--- src/rtl/qe_w5300_bus_ctrl_if.sv ---
// QL expansion bus / W5300 signal bundle seen by the bus-cycle controller.
// The slave modport is the controller; the master modport is the QL/W5300 side.
interface qe_w5300_bus_ctrl_if #(
  parameter int ADDR_W = 10,
  parameter int CS_N   = 2
);
  logic [ADDR_W-1:0] address;
  logic [3:0]        sp;
  logic              asl;
  logic              dsl;
  logic              rdwl;
  logic              dtackl;
  logic              dsmcl;
  logic              dbenl;
  logic              dbdir;
  logic [CS_N-1:0]   wizcsl;
  logic              wizrdl;
  logic              wizwrl;
  logic              wizrstl;

  modport master (
    output address, sp, asl, dsl, rdwl,
    input  dtackl, dsmcl, dbenl, dbdir, wizcsl, wizrdl, wizwrl, wizrstl
  );

  modport slave (
    input  address, sp, asl, dsl, rdwl,
    output dtackl, dsmcl, dbenl, dbdir, wizcsl, wizrdl, wizwrl, wizrstl
  );
endinterface

--- src/rtl/qe_w5300_bus_ctrl.sv ---
// 68008 (QL expansion bus) to W5300 bus-cycle controller: decode, wait-stated
// strobes, DTACK/DSMC/buffer control and the W5300 hardware-reset pulse.
module qe_w5300_bus_ctrl #(
  parameter int ADDR_W  = 10,
  parameter int CS_N    = 2,
  parameter int RD_WAIT = 3,
  parameter int WR_WAIT = 2,
  parameter int RECOVER = 2,
  parameter int RST_LEN = 16
) (
  input logic                clk,
  input logic                rst,
  qe_w5300_bus_ctrl_if.slave bus
);
  localparam int CSB   = (CS_N > 1) ? $clog2(CS_N) : 0;
  localparam int CHW   = (CSB > 0) ? CSB : 1;
  localparam int MID_W = ADDR_W - 4 - CSB;

  localparam logic [2:0] S_IDLE    = 3'd0;
  localparam logic [2:0] S_ACCESS  = 3'd1;
  localparam logic [2:0] S_DTACK   = 3'd2;
  localparam logic [2:0] S_CTRL    = 3'd3;
  localparam logic [2:0] S_RECOVER = 3'd4;

  logic [3:0]       slot;
  logic [MID_W-1:0] mid;
  logic [CHW-1:0]   ch_in;
  logic             dev_hit, ctl_hit;

  assign slot = bus.address[ADDR_W-1 -: 4];
  assign mid  = bus.address[ADDR_W-5 -: MID_W];

  if (CSB > 0) begin : g_ch
    assign ch_in = bus.address[CSB-1:0];
  end else begin : g_no_ch
    assign ch_in = 1'b0;
  end

  assign dev_hit = (slot == bus.sp) && (mid == '0);
  assign ctl_hit = (slot == bus.sp) && (&mid) && !bus.rdwl;

  // A floating address gives an X condition, which takes the else path: no hit.
  always_comb begin
    bus.dsmcl = 1'b1;
    if (!rst && !bus.asl && (dev_hit || ctl_hit)) bus.dsmcl = 1'b0;
  end

  logic [1:0]      asl_sync_q, dsl_sync_q;
  logic            asl_s, dsl_s;
  logic [2:0]      state_q, state_d;
  logic [3:0]      cnt_q, cnt_d;
  logic            rd_q, rd_d;
  logic [CHW-1:0]  ch_q, ch_d;
  logic [7:0]      rst_cnt_q, rst_cnt_d;
  logic            ctl_start;
  logic            dtackl_q, dtackl_d, dbenl_q, dbenl_d, dbdir_q, dbdir_d;
  logic            rdl_q, rdl_d, wrl_q, wrl_d, rstl_q, rstl_d;
  logic [CS_N-1:0] cs_q, cs_d;

  assign asl_s = asl_sync_q[1];
  assign dsl_s = dsl_sync_q[1];

  // NOTE: every signal written here gets a default first, so no latch is inferred.
  always_comb begin
    state_d   = state_q;
    cnt_d     = cnt_q;
    rd_d      = rd_q;
    ch_d      = ch_q;
    ctl_start = 1'b0;
    case (state_q)
      S_IDLE: begin
        if (!asl_s && !dsl_s) begin
          if (dev_hit) begin
            state_d = S_ACCESS;
            rd_d    = bus.rdwl;
            ch_d    = ch_in;
            cnt_d   = bus.rdwl ? 4'(RD_WAIT - 1) : 4'(WR_WAIT - 1);
          end else if (ctl_hit) begin
            state_d   = S_CTRL;
            ctl_start = 1'b1;
          end
        end
      end
      S_ACCESS: begin
        if (asl_s || dsl_s) begin
          state_d = S_RECOVER;
          cnt_d   = 4'(RECOVER - 1);
        end else if (cnt_q == 4'd0) begin
          state_d = S_DTACK;
        end else begin
          cnt_d = cnt_q - 4'd1;
        end
      end
      S_DTACK, S_CTRL: begin
        if (dsl_s) begin
          state_d = S_RECOVER;
          cnt_d   = 4'(RECOVER - 1);
        end
      end
      S_RECOVER: begin
        if (cnt_q != 4'd0) cnt_d = cnt_q - 4'd1;
        else if (asl_s)    state_d = S_IDLE;
      end
      default: state_d = S_IDLE;
    endcase
  end

  always_comb begin
    if (ctl_start)              rst_cnt_d = 8'(RST_LEN);
    else if (rst_cnt_q != 8'd0) rst_cnt_d = rst_cnt_q - 8'd1;
    else                        rst_cnt_d = 8'd0;
    rstl_d = (rst_cnt_d == 8'd0);
  end

  // Outputs are decoded from the next state so each one leaves a flop.
  always_comb begin
    cs_d     = '1;
    dtackl_d = 1'b1;
    dbenl_d  = 1'b1;
    dbdir_d  = 1'b0;
    rdl_d    = 1'b1;
    wrl_d    = 1'b1;
    case (state_d)
      S_ACCESS: begin
        cs_d[ch_d] = 1'b0;
        dbenl_d    = 1'b0;
        dbdir_d    = rd_d;
        rdl_d      = !rd_d;
        wrl_d      = rd_d;
      end
      S_DTACK: begin
        cs_d[ch_d] = 1'b0;
        dtackl_d   = 1'b0;
        dbenl_d    = 1'b0;
        dbdir_d    = rd_d;
        rdl_d      = !rd_d;
      end
      S_CTRL:  dtackl_d = 1'b0;
      default: ;
    endcase
  end

  // NOTE: sequential state uses non-blocking assignments so all flops update together.
  always_ff @(posedge clk) begin
    if (rst) begin
      asl_sync_q <= 2'b11;
      dsl_sync_q <= 2'b11;
      state_q    <= S_IDLE;
      cnt_q      <= 4'd0;
      rd_q       <= 1'b0;
      ch_q       <= '0;
      rst_cnt_q  <= 8'(RST_LEN);
      rstl_q     <= 1'b0;
      cs_q       <= '1;
      dtackl_q   <= 1'b1;
      dbenl_q    <= 1'b1;
      dbdir_q    <= 1'b0;
      rdl_q      <= 1'b1;
      wrl_q      <= 1'b1;
    end else begin
      asl_sync_q <= {asl_sync_q[0], bus.asl};
      dsl_sync_q <= {dsl_sync_q[0], bus.dsl};
      state_q    <= state_d;
      cnt_q      <= cnt_d;
      rd_q       <= rd_d;
      ch_q       <= ch_d;
      rst_cnt_q  <= rst_cnt_d;
      rstl_q     <= rstl_d;
      cs_q       <= cs_d;
      dtackl_q   <= dtackl_d;
      dbenl_q    <= dbenl_d;
      dbdir_q    <= dbdir_d;
      rdl_q      <= rdl_d;
      wrl_q      <= wrl_d;
    end
  end

  assign bus.dtackl  = dtackl_q;
  assign bus.dbenl   = dbenl_q;
  assign bus.dbdir   = dbdir_q;
  assign bus.wizcsl  = cs_q;
  assign bus.wizrdl  = rdl_q;
  assign bus.wizwrl  = wrl_q;
  assign bus.wizrstl = rstl_q;
endmodule

--- src/flat_wrapper.sv ---
// flat-port wrapper written by rule: the top's interface ports become plain ports
module qe_w5300_bus_ctrl_flat 
#(
  parameter int ADDR_W  = 10,
  parameter int CS_N    = 2,
  parameter int RD_WAIT = 3,
  parameter int WR_WAIT = 2,
  parameter int RECOVER = 2,
  parameter int RST_LEN = 16
)
  (clk, rst, bus_address, bus_sp, bus_asl, bus_dsl, bus_rdwl, bus_dtackl, bus_dsmcl, bus_dbenl, bus_dbdir, bus_wizcsl, bus_wizrdl, bus_wizwrl, bus_wizrstl);
  qe_w5300_bus_ctrl_if #(.ADDR_W(ADDR_W), .CS_N(CS_N)) bus_i ();
  input logic clk;
  input logic rst;
  input wire logic [$bits(bus_i.address)-1:0] bus_address;
  input wire logic [$bits(bus_i.sp)-1:0] bus_sp;
  input wire logic [$bits(bus_i.asl)-1:0] bus_asl;
  input wire logic [$bits(bus_i.dsl)-1:0] bus_dsl;
  input wire logic [$bits(bus_i.rdwl)-1:0] bus_rdwl;
  output wire logic [$bits(bus_i.dtackl)-1:0] bus_dtackl;
  output wire logic [$bits(bus_i.dsmcl)-1:0] bus_dsmcl;
  output wire logic [$bits(bus_i.dbenl)-1:0] bus_dbenl;
  output wire logic [$bits(bus_i.dbdir)-1:0] bus_dbdir;
  output wire logic [$bits(bus_i.wizcsl)-1:0] bus_wizcsl;
  output wire logic [$bits(bus_i.wizrdl)-1:0] bus_wizrdl;
  output wire logic [$bits(bus_i.wizwrl)-1:0] bus_wizwrl;
  output wire logic [$bits(bus_i.wizrstl)-1:0] bus_wizrstl;
  assign bus_i.address = bus_address;
  assign bus_i.sp = bus_sp;
  assign bus_i.asl = bus_asl;
  assign bus_i.dsl = bus_dsl;
  assign bus_i.rdwl = bus_rdwl;
  assign bus_dtackl = bus_i.dtackl;
  assign bus_dsmcl = bus_i.dsmcl;
  assign bus_dbenl = bus_i.dbenl;
  assign bus_dbdir = bus_i.dbdir;
  assign bus_wizcsl = bus_i.wizcsl;
  assign bus_wizrdl = bus_i.wizrdl;
  assign bus_wizwrl = bus_i.wizwrl;
  assign bus_wizrstl = bus_i.wizrstl;
  qe_w5300_bus_ctrl #(.ADDR_W(ADDR_W), .CS_N(CS_N), .RD_WAIT(RD_WAIT), .WR_WAIT(WR_WAIT), .RECOVER(RECOVER), .RST_LEN(RST_LEN)) u_core (.clk(clk), .rst(rst), .bus(bus_i));
endmodule
--- config.mk ---
export PLATFORM = sky130hd
export DESIGN_NAME = qe_w5300_bus_ctrl_flat
export DESIGN_NICKNAME = d
export VERILOG_FILES = /design/src/rtl/qe_w5300_bus_ctrl_if.sv /design/src/rtl/qe_w5300_bus_ctrl.sv /design/src/flat_wrapper.sv
export SDC_FILE = /design/constraint.sdc
export NUM_CORES = 1
export LEC_CHECK = 0
export CORE_MARGIN = 3
export CORE_UTILIZATION = 57
export CTS_BUF_LIST = sky130_fd_sc_hd__clkbuf_2
export DETAILED_ROUTE_END_ITERATION = 10
export GPL_ROUTABILITY_DRIVEN = 0
export PLACE_DENSITY_LB_ADDON = 0.3
export SKIP_CTS_REPAIR_TIMING = 1
export SYNTH_ARGS = -nofsm -noshare
export SYNTH_HDL_FRONTEND = slang
export SYNTH_SLANG_ARGS = --single-unit
--- constraint.sdc ---
create_clock -name clk -period 4 [get_ports clk]
set_clock_uncertainty 0.05 [all_clocks]
set_input_delay 0.8 -clock clk [delete_from_list [all_inputs] [get_ports clk]]
set_output_delay 0.8 -clock clk [all_outputs]
set_load 0.01 [all_outputs]
[Yosys cells after proc, flatten, opt, wreduce, memory -nomap -nowiden]
Cells that the tools add are included.
Word-level totals
  word-level logic and storage cells: 97
  register bits: 29
  bits of input ports: 19
Cells by class
  add/subtract/negate cells: 2
  equality and inequality tests: 13
  reduce and logical (&&, ||, !) cells: 29
  mux-type cells: 34
  bitwise operators: 3
  order comparisons: 2
Operators by type and width (count)
  $mux 3: 8
  $mux 4: 6
  $mux 8: 2
  $pmux 4 s4: 1
  $mux 1: 14
  $eq 3x2->1 const B: 4
  $pmux 3 s4: 1
  $reduce_or 2->1: 5
  $logic_not 8->1: 1
  $ne 2x1->1 const B: 4
  $reduce_bool 4->1: 2
  $reduce_bool 8->1: 1
  $sub 8x1->8 const B: 1
  $logic_and 1x1->1: 7
  $eq 3x1->1 const B: 2
  $logic_not 1->1: 6
  $reduce_and 6->1: 1
  $logic_not 5->1: 1
  $reduce_and 5->1: 1
  $eq 4x4->1: 1
  $logic_not 4->1: 1
  $sub 4x1->4 const B: 1
  $eq 3x3->1 const B: 1
  $logic_not 3->1: 1
  other kinds (8): 10

[Longest topological paths before layout]
  depth after elaboration: 11
  depth in mapped cells: 7

[Least setup slack after synthesis]
OpenSTA, ideal clock, no wires.
  path kind: input port to flip-flop
  from: input port bus_sp[3]
  to: register u_core.wrl_q (netlist: u_core.bus.wizwrl)
  data arrival time: 2336 ps
  library setup time: 127 ps
  stages: 5
  buffers on the path: 0
  slack: 1487 ps
  path through: xor2_1 -> nor4_4 -> and4_2 -> mux2_2 -> or3_1
Between the ends
  cells in the longest elaborated chain, start to end: 10
Ends and longest elaborated chain
  from (decl): line flat_wrapper.sv:16  | input wire logic [$bits(bus_i.sp)-1:0] bus_sp;
  $eq 4x4->1 *: line qe_w5300_bus_ctrl.sv:39, qe_w5300_bus_ctrl.sv:40
  $logic_and 1x1->1 (2 in series): line qe_w5300_bus_ctrl.sv:40  | assign ctl_hit = (slot == bus.sp) && (&mid) && !bus.rdwl;
  $mux 3: line qe_w5300_bus_ctrl.sv:78  | end else if (ctl_hit) begin
  $mux 3: line qe_w5300_bus_ctrl.sv:73  | if (dev_hit) begin
  $mux 3: line qe_w5300_bus_ctrl.sv:72  | if (!asl_s && !dsl_s) begin
  $pmux 3 s4: line qe_w5300_bus_ctrl.sv:70  | case (state_q)
  $eq 3x1->1: line qe_w5300_bus_ctrl.sv:123  | case (state_d)
  $not 1->1 (no line)
  $reduce_or 2->1 (no line)
  to (signal assigned): line qe_w5300_bus_ctrl.sv:174  | wrl_q <= wrl_d;
  to (decl): line qe_w5300_bus_ctrl.sv:57  | logic rdl_q, rdl_d, wrl_q, wrl_d, rstl_q, rstl_d;
Every way passes the cells marked *; elsewhere a longest branch is shown, timed or not.
A chain may end at the register's enable or synchronous reset.

[Final worst setup path]
  from: input port bus_sp[3]
  to: output port bus_dsmcl
Between the ends
  cells in the longest elaborated chain, start to end: 6
Ends and longest elaborated chain
  $eq 4x4->1 *: line qe_w5300_bus_ctrl.sv:39, qe_w5300_bus_ctrl.sv:40
  $logic_and 1x1->1 (2 in series): line qe_w5300_bus_ctrl.sv:40
  $logic_or 1x1->1 *: line qe_w5300_bus_ctrl.sv:45  | if (!rst && !bus.asl && (dev_hit || ctl_hit)) bus.dsmcl = 1'b0;
  $logic_and 1x1->1 *: line qe_w5300_bus_ctrl.sv:45
  $mux 1 *: line qe_w5300_bus_ctrl.sv:45
  to (decl): line flat_wrapper.sv:21  | output wire logic [$bits(bus_i.dsmcl)-1:0] bus_dsmcl;
Marked as above.

==> flow_metrics.py <==
metrics = {
    "setup_path": {
        "crit_fanout": 6,
        "crit_path_end_kind": "output pin",
        "critPathKind": "primary input to output pin",
        "arrival_ns": 2.47,
        "startpoint_type": "primary input",
        "required_ns": 3.15,
    },
    "timing": {
        "max_freq_ghz": 0.301,
        "rsz0062_at_grt": "no",
        "worst_slew_pin_slew_ns": 0.509,
        "drv_slew": 0,
        "period_needed_ns": 3.32,
        "tns_ns": 0,
        "relSlewSlack": 0.660,
        "finalCritPeriodShare": 0.830,
        "whs_ns": 0.378,
        "setup_violations": 0,
        "hold_violations": 0,
    },
    "power_and_ir_drop": {
        "power.internal_uw": 456,
        "p_seq_frac": 0.510,
        "power_uw": 685,
        "pwr-share-clk": 0.212,
        "p_comb_frac": 0.278,
        "p_sw_uw": 229,
        "swShare": 0.335,
        "p_leak_uw": 0.000684,
        "powerDensity_mw_per_mm2": 385,
        "peakVddDrop_mv": 0.377,
    },
    "synthesis": {
        "ys_types": 48,
        "synth_fp_nets": 187,
        "synth_edf_count": 0,
        "yosysWarnings": 0,
        "synthCells": 165,
        "synth_top_area_frac": 0.398,
        "ys.flop_type": "dfxtp_1",
        "ys_seq_area_frac": 0.398,
        "synth_common_cells": "dfxtp_1, nor2_1, nand2_1",
        "synth_area_leaders": "dfxtp_1, nor2_1, xor2_1",
        "ys_ff_latch": 29,
        "avgSynthCellArea_sq_um": 8.85,
        "yosysTopAreaCell": "dfxtp_1",
        "synth.most_common_cell": "dfxtp_1",
        "syn_area_sq_mm": 0.00146,
        "async_flop_share": 0,
    },
    "die": {
        "die_w_microns": 56.6,
        "die_y_microns": 56.6,
        "die_area_sq_mm": 0.00320,
        "rows": 17,
        "fp.coreArea_sq_mm": 0.00232,
        "initial_core_util": 0.630,
        "pin_count": 28,
    },
    "clock_network": {
        "clock_path_buffers": 2,
        "clock_latency_ns": 0.37,
        "cts_root_buf": "clkbuf_2",
        "htreeDepth": 2,
        "cts_tree": "yes",
        "clk_pin_slew_ns": 0.14,
        "cts_made_buffers": 5,
        "clock_sinks": 29,
    },
    "global_routing": {
        "grt-ovfl-total": 0,
        "antenna_found_initial": 0,
        "grt_pass1_vias": 1278,
        "grt_util_all_layers": 0.222,
        "grt_start_max_net_pins": 15,
        "grt_pass1_wl_microns": 5570,
    },
    "final_layout": {
        "nets": 217,
        "fin_cells": 224,
        "final_util": 0.768,
        "num_antenna_cells": 0,
        "n_fill_cell": 170,
        "areaGrowthSynthToFinish_pct": 22.0,
        "drive_above_1_share": 0.112,
    },
    "route": {
        "met2_wirelength_microns": 1390,
        "top_layer": "met4",
        "wl_met1_microns": 1460,
        "post_drt_via_cell_ratio": 5.93,
        "wl_microns": 3200,
        "vias": 1328,
        "dr.pass1.iters": 5,
        "wire_per_inst_microns": 14.3,
        "wl_met3_microns": 281,
        "antenna_left": 0,
        "drc": 0,
        "drtIter0Drc": 53,
    },
    "placement": {
        "dp.final_hpwl_microns": 2320,
        "port_buffers": 27,
        "dp.cells": 216,
    },
    "flow_run": {
        "max_cap_viol_count": 0,
    },
    "worst_hold_path": {
        "hp-class": "flop to flop",
    },
    "outcome": {
        "outcome": "completed",
    },
}
layer usage:
layer	vias to the layer above	GRT usage
met2	57	0.328
met4	0	0.102
met1	606	0.287
met5	-	0
li1	655	-
met3	10	0.0805
kinds of logic (layout without fill, tap and decap cells):
| kind of cell | after synthesis | after routing | synth area share |
|---|---|---|---|
| mux | 3 | 3 | 0.0223 |
| fa+ha+maj | 3 | 3 | 0.0257 |
| buf+inv | 14 | 45 | 0.0446 |
| simple gates | 73 | 73 | 0.281 |
| compound gates | 34 | 34 | 0.175 |
| flops | 29 | 29 | 0.398 |
| xor+xnor | 9 | 9 | 0.0540 |
final cells by class:
type	instances	area, sq um	area share
clock buffers	6	30.0	0.0169
clock inverters	2	10.0	0.00562
inverters	9	33.8	0.0190
multi-input cells	122	815	0.457
flip-flops and latches	29	581	0.326
well taps	28	35.0	0.0197
repair buffers	28	278	0.156
final timing paths:
check,startpoint,to,slack [ns],cells past startpoint
setup / recovery,bus_sp[3],bus_dsmcl,0.68,5
hold / removal,u_core.dsl_sync_q[0],u_core.dsl_sync_q[1],0.38,1
setup reg to reg,u_core.state_q[1],u_core.bus.wizwrl,1.88,4
hold reg to reg,u_core.dsl_sync_q[0],u_core.dsl_sync_q[1],0.38,1
power groups by stage:
stage                     combinational [uW]  sequential, uW  clock, uW
after floorplan                          137             349          0
after global placement                   176             352          0
after detailed placement                 189             354          0
after CTS                                190             349        152
after global routing                     214             355        164
final                                    190             350        146
critical path, stage by stage:
cell             delay, ns
clkdlybuf4s50_1       0.43
xor2_1                0.20
nor4_4                0.39
o211ai_1              0.14
clkdlybuf4s50_1       0.51
cells in the final DEF, fill, tap and decap left out, drive strengths merged, types with 2 or more instances in the layout:
cell           synthesis  layout
a211oi                 3       3
o211ai                 5       5
inv                    9       9
or3                    3       3
nor4                   2       2
nor3                   7       7
nand4                  3       3
nor4b                  3       3
or2                    5       5
a21oi                  5       5
xnor2                  4       4
nor3b                  4       4
nand2                 10      10
nor2                  23      23
ha                     3       3
o211a                  2       2
clkinv                 0       2
o311ai                 2       2
clkbuf                 2       6
mux2                   2       2
and4                   2       2
nand3                  4       4
nand2b                 3       3
dfxtp                 29      29
o21ai                  7       7
clkdlybuf4s50          0      27
xor2                   5       5
and2                   2       2
through the flow:
stage | area, sq um | setup slack, ns
6_report | 1780 | 0.679
5_1_grt | 1780 | 0.596
4_1_cts | 1780 | 0.659
3_5_place_dp | 1740 | 0.658
3_3_place_gp | 1740 | 0.732
2_1_floorplan | 1460 | 1.49
sequential cells by signal, indices dropped and copies added (netlist names), 2 cells and up:
name	count
u_core.bus.wizcsl	2
u_core.asl_sync_q	2
u_core.rst_cnt_q	8
u_core.state_q	3
u_core.cnt_q	4
u_core.dsl_sync_q	2
Power figures use the tool's default switching activity.
